--- config.mk ---
export PLATFORM = sky130hd
export DESIGN_NAME = seven_seg_scanner_flat
export DESIGN_NICKNAME = d
export VERILOG_FILES = /design/src/rtl/seven_seg_if.sv /design/src/rtl/seven_seg_scanner.sv /design/src/flat_wrapper.sv
export SDC_FILE = /design/constraint.sdc
export NUM_CORES = 1
export LEC_CHECK = 0
export CORE_UTILIZATION = 55
export DETAILED_ROUTE_END_ITERATION = 10
export PLACE_DENSITY_LB_ADDON = 0.08
export SYNTH_ARGS = -nofsm -noshare
export SYNTH_HDL_FRONTEND = slang
export SYNTH_SLANG_ARGS = --single-unit
--- constraint.sdc ---
create_clock -name clk -period 5.2 [get_ports clk]
set_clock_uncertainty 0.2 [all_clocks]
set_input_delay 1.04 -clock clk [delete_from_list [all_inputs] [get_ports clk]]
set_output_delay 1.04 -clock clk [all_outputs]
set_load 0.03 [all_outputs]
--- src/rtl/seven_seg_if.sv ---
// Signal bundle between the seven-segment scanner and its controller/display side.
interface seven_seg_if;
  logic       enable;
  logic [7:0] digit_mask;
  logic [7:0] anode_select;
  logic [2:0] digit_idx;
  logic       digit_strobe;

  modport master (
    output enable,
    output digit_mask,
    input  anode_select,
    input  digit_idx,
    input  digit_strobe
  );

  modport slave (
    input  enable,
    input  digit_mask,
    output anode_select,
    output digit_idx,
    output digit_strobe
  );
endinterface

--- src/rtl/seven_seg_scanner.sv ---
// Time-multiplexed anode scanner for an 8-digit common-anode display, with
// per-slot anti-ghosting blanking, per-digit masking and a slot-start strobe.
module seven_seg_scanner #(
  parameter int TICKS_PER_DIGIT = 100000,
  parameter int BLANK_CYCLES    = 1000
) (
  input  logic        clk,
  input  logic        rst,
  seven_seg_if.slave  bus
);

  localparam int            CW   = $clog2(TICKS_PER_DIGIT);
  localparam logic [CW-1:0] LAST = CW'(TICKS_PER_DIGIT - 1);

  logic [CW-1:0] cnt;
  logic [2:0]    idx;
  logic [7:0]    mask_q;
  logic          active;
  logic          lit_window;

  always_ff @(posedge clk or posedge rst) begin
    if (rst) begin
      cnt    <= '0;
      idx    <= '0;
      mask_q <= '0;
      active <= 1'b0;
    end else if (!bus.enable) begin
      cnt    <= '0;
      idx    <= '0;
      active <= 1'b0;
    end else if (!active) begin
      // First enabled edge opens slot 0 and latches the mask for it.
      active <= 1'b1;
      cnt    <= '0;
      idx    <= '0;
      mask_q <= bus.digit_mask;
    end else if (cnt == LAST) begin
      cnt    <= '0;
      idx    <= idx + 3'd1;
      mask_q <= bus.digit_mask;
    end else begin
      cnt <= cnt + 1'b1;
    end
  end

  // With no blanking the comparison would be constant, so it is elided.
  generate
    if (BLANK_CYCLES == 0) begin : g_noblank
      assign lit_window = 1'b1;
    end else begin : g_blank
      localparam logic [CW-1:0] BLANK = CW'(BLANK_CYCLES);
      assign lit_window = (cnt >= BLANK);
    end
  endgenerate

  always_comb begin
    bus.anode_select = 8'hFF;
    if (active && lit_window && mask_q[idx])
      bus.anode_select = ~(8'h01 << idx);
  end

  assign bus.digit_idx    = idx;
  assign bus.digit_strobe = active && (cnt == '0);

endmodule

--- src/flat_wrapper.sv ---
// flat-port wrapper written by rule: the top's interface ports become plain ports
module seven_seg_scanner_flat 
#(
  parameter int TICKS_PER_DIGIT = 100000,
  parameter int BLANK_CYCLES    = 1000
)
  (clk, rst, bus_enable, bus_digit_mask, bus_anode_select, bus_digit_idx, bus_digit_strobe);
  seven_seg_if bus_i ();
  input  logic clk;
  input  logic rst;
  input wire logic [$bits(bus_i.enable)-1:0] bus_enable;
  input wire logic [$bits(bus_i.digit_mask)-1:0] bus_digit_mask;
  output wire logic [$bits(bus_i.anode_select)-1:0] bus_anode_select;
  output wire logic [$bits(bus_i.digit_idx)-1:0] bus_digit_idx;
  output wire logic [$bits(bus_i.digit_strobe)-1:0] bus_digit_strobe;
  assign bus_i.enable = bus_enable;
  assign bus_i.digit_mask = bus_digit_mask;
  assign bus_anode_select = bus_i.anode_select;
  assign bus_digit_idx = bus_i.digit_idx;
  assign bus_digit_strobe = bus_i.digit_strobe;
  seven_seg_scanner #(.TICKS_PER_DIGIT(TICKS_PER_DIGIT), .BLANK_CYCLES(BLANK_CYCLES)) u_core (.clk(clk), .rst(rst), .bus(bus_i));
endmodule
==> summary.md <==
| Metric | Value |
|---|---|
| Status | completed |
| Crit Path Class | reg -> out |
| Die ar. | 3200 µm² |
| Synth unique cells | 32 |
| # hold bufs at CTS | 0 |
| RSZ-0062 raised after global routing | false |
| Clock root buffer | clkbuf_4 |
| Worst-skew pair later-pin latency | 0.34 ns |
| Vias per cell | 5.74 |
| Crit path max-delay cell type | clkdlybuf4s50_1 |
| Sum Neg Setup Slack | 0 ns |
| Final ANT Viol Nets | 0 |
| Avg Inst Size Synth | 10.6 µm² |
| Global Route Usage Sum | 22.3% |
| Inserted Clock Buffers | 5 |
| R2R setup slack | 2.56 ns |
| CP Launch Type | flip-flop |
| Pwr Density | 217 nW/µm² |
| Placeable Area | 2780 µm² |
| Area growth syn-to-layout | 17.3% |
| Chip width | 56.6 µm |
| Layout cells sized above 1 | 12.6% |
| Gpl congestion | 0.796 |
| DR WL/cell | 14.1 µm |
| Tmin final | 3.95 ns |
| Fmax | 0.253 GHz |
| Top cell by count, worst path | o41ai_1 |
| Min Hold Slack | 0.334 ns |
| Clk buf depth | 2 |
| Final HPWL DP | 2.24 mm |
| Overall Power | 0.000418 W |
| Post-synth EDFFs | 0 |
| N_diodes | 0 |
| DRT iter0 DRCs | 41 |
| Synth Register Bits | 29 |
| Antenna violations before repair | 0 |
| VDD IR max | 177 µV |
| Crit. End Element | primary output |
| Worst Path Arrival | 2.71 ns |
| DRC errors left | 0 |
| Vias | 1223 |
| Max-Cap Viols | 0 |
| Row cnt | 19 |
| Initial Util | 59.0% |
| # clock sinks | 29 |
| Synthesized area | 1640 µm² |
| Slew @ Worst Pin | 1.05 ns |
| Total Routed Length | 3.00 mm |
| Slew Limit Fails | 0 |
| Largest net degree at the start of global routing | 30 |
| I/O Buffers | 22 |
| Worst EP required | 3.96 ns |
| Relative slew slack | 29.7% |
| Syn_nets | 174 |
| LEAKAGE | 0.765 nW |
| Sequential share of the synthesized area | 44.2% |
| Pre-antenna DRT Iters | 4 |
| Core Util, Final | 69.2% |
| Total congestion overflow | 0 |
| Slowest stage delay, CP | 0.67 ns |
| Post-synth ARST share | 100% |
| First-pass GRT wire length | 5.32 mm |
| Post-CTS Resized | 0 |
| Post-CTS Setup Bufs | 0 |
| I/O pins | 23 |
| Worst-path clk slew | 0.09 ns |
| Die Height | 56.6 µm |
| Endpoints failing setup | 0 |
| Main flop type after synthesis | dfrtp_1 |
| Final hold vios | 0 |
| Number of global-route vias before repair | 1129 |
| CP cell instances | or4_4, o41ai_1, o41ai_1, buf_4, nand3_1, clkdlybuf4s50_1 |
| Fin crit share | 76.0% |
| CTS tree | yes |
| Worst min path class | reg -> reg |
| Cells after synthesis | 155 |
| Final Net Count | 200 |
| YS warnings | 0 |
| CP Max Fanout | 8 |
| CTS H-tree lvls | 2 |
[final timing paths]
check	start	endpoint	cells past startpoint
min	u_core.mask_q[6]	u_core.mask_q[6]	1
min in group asynchronous	rst	u_core.cnt[4]	2
max reg2reg	u_core.cnt[0]	u_core.cnt[5]	5
max in group asynchronous	rst	u_core.mask_q[5]	2
min reg2reg	u_core.mask_q[6]	u_core.mask_q[6]	1
max	u_core.cnt[11]	bus_anode_select[1]	6
[layout make-up]
type / instances / area (µm²)
multi-input combinational: 112 / 843
timing repair buffer: 23 / 228
clock buffer: 6 / 41.3
fill: 230 / 857
clock inverter: 2 / 10.0
tap: 31 / 38.8
sequential: 29 / 726
inverter: 10 / 37.5
[Yosys cell counts, drive strengths merged (4+ instances only)]
cell   number  area share [%]
dfrtp      29              44
ha          8             6.1
inv        10             2.3
mux2        8             7.3
nand2       5             1.1
nand3      15             4.6
nand4       5             1.9
nor2       21             4.8
nor4        8             4.0
o21ai       4             1.9
xnor2      12             6.4
[cell families after synthesis]
| family | share of synthesized area (%) |
|---|---|
| buf+inv | 4.35 |
| fa+ha+maj | 6.10 |
| mux | 11.3 |
| flops | 44.2 |
| simple gates | 22.5 |
| compound gates | 4.04 |
| xor+xnor | 7.48 |
[per-layer routing]
metal  wire length (µm)  GRT usage [%]  vias to the layer above
met4                 64           11.1                        0
met3                146           6.68                        9
met2               1320           30.6                       28
met5                  0              0                        -
li1                   -              -                      598
met1               1460           31.8                      588
[through the flow]
step	cell area [µm²]	cells	setup WS (ns)
after floorplan	1640	155	1.74
after global placement	1870	205	1.66
after detailed placement	1870	205	1.61
after CTS	1920	213	1.24
after global routing	1920	213	1.13
final	1920	213	1.25
[where the power goes]
group	switching, W	internal, W
registers	0.00000807	0.000236
logic	0.0000175	0.0000270
clock network	0.0000785	0.0000513
total	0.000104	0.000314
[flip-flops by register name, indices dropped and copies added, names as in the netlist]
signal,count
u_core.bus.digit_idx,3
u_core.cnt,17
u_core.mask_q,8
u_core.active,1
[critical path, delay by kind of cell (launching register included)]
family / cells / cell delay [ns]
buf+inv: 2 / 0.85
simple gates: 2 / 0.68
compound gates: 2 / 0.41
flops: 1 / 0.44
[cell usage in the layout (no fill, tap or decap), types with 3 or more instances in the layout]
cell type        instances
nor2_1                  21
nor3_1                   3
clkbuf_4                 5
clkdlybuf4s50_1         22
xnor2_1                 12
nor4_1                   7
mux2_4                   8
dfrtp_1                 29
nand3_1                 15
ha_1                     8
nand2_1                  5
nand4_1                  5
o21ai_0                  3
inv_1                   10
(Power assumes the default switching activity.)
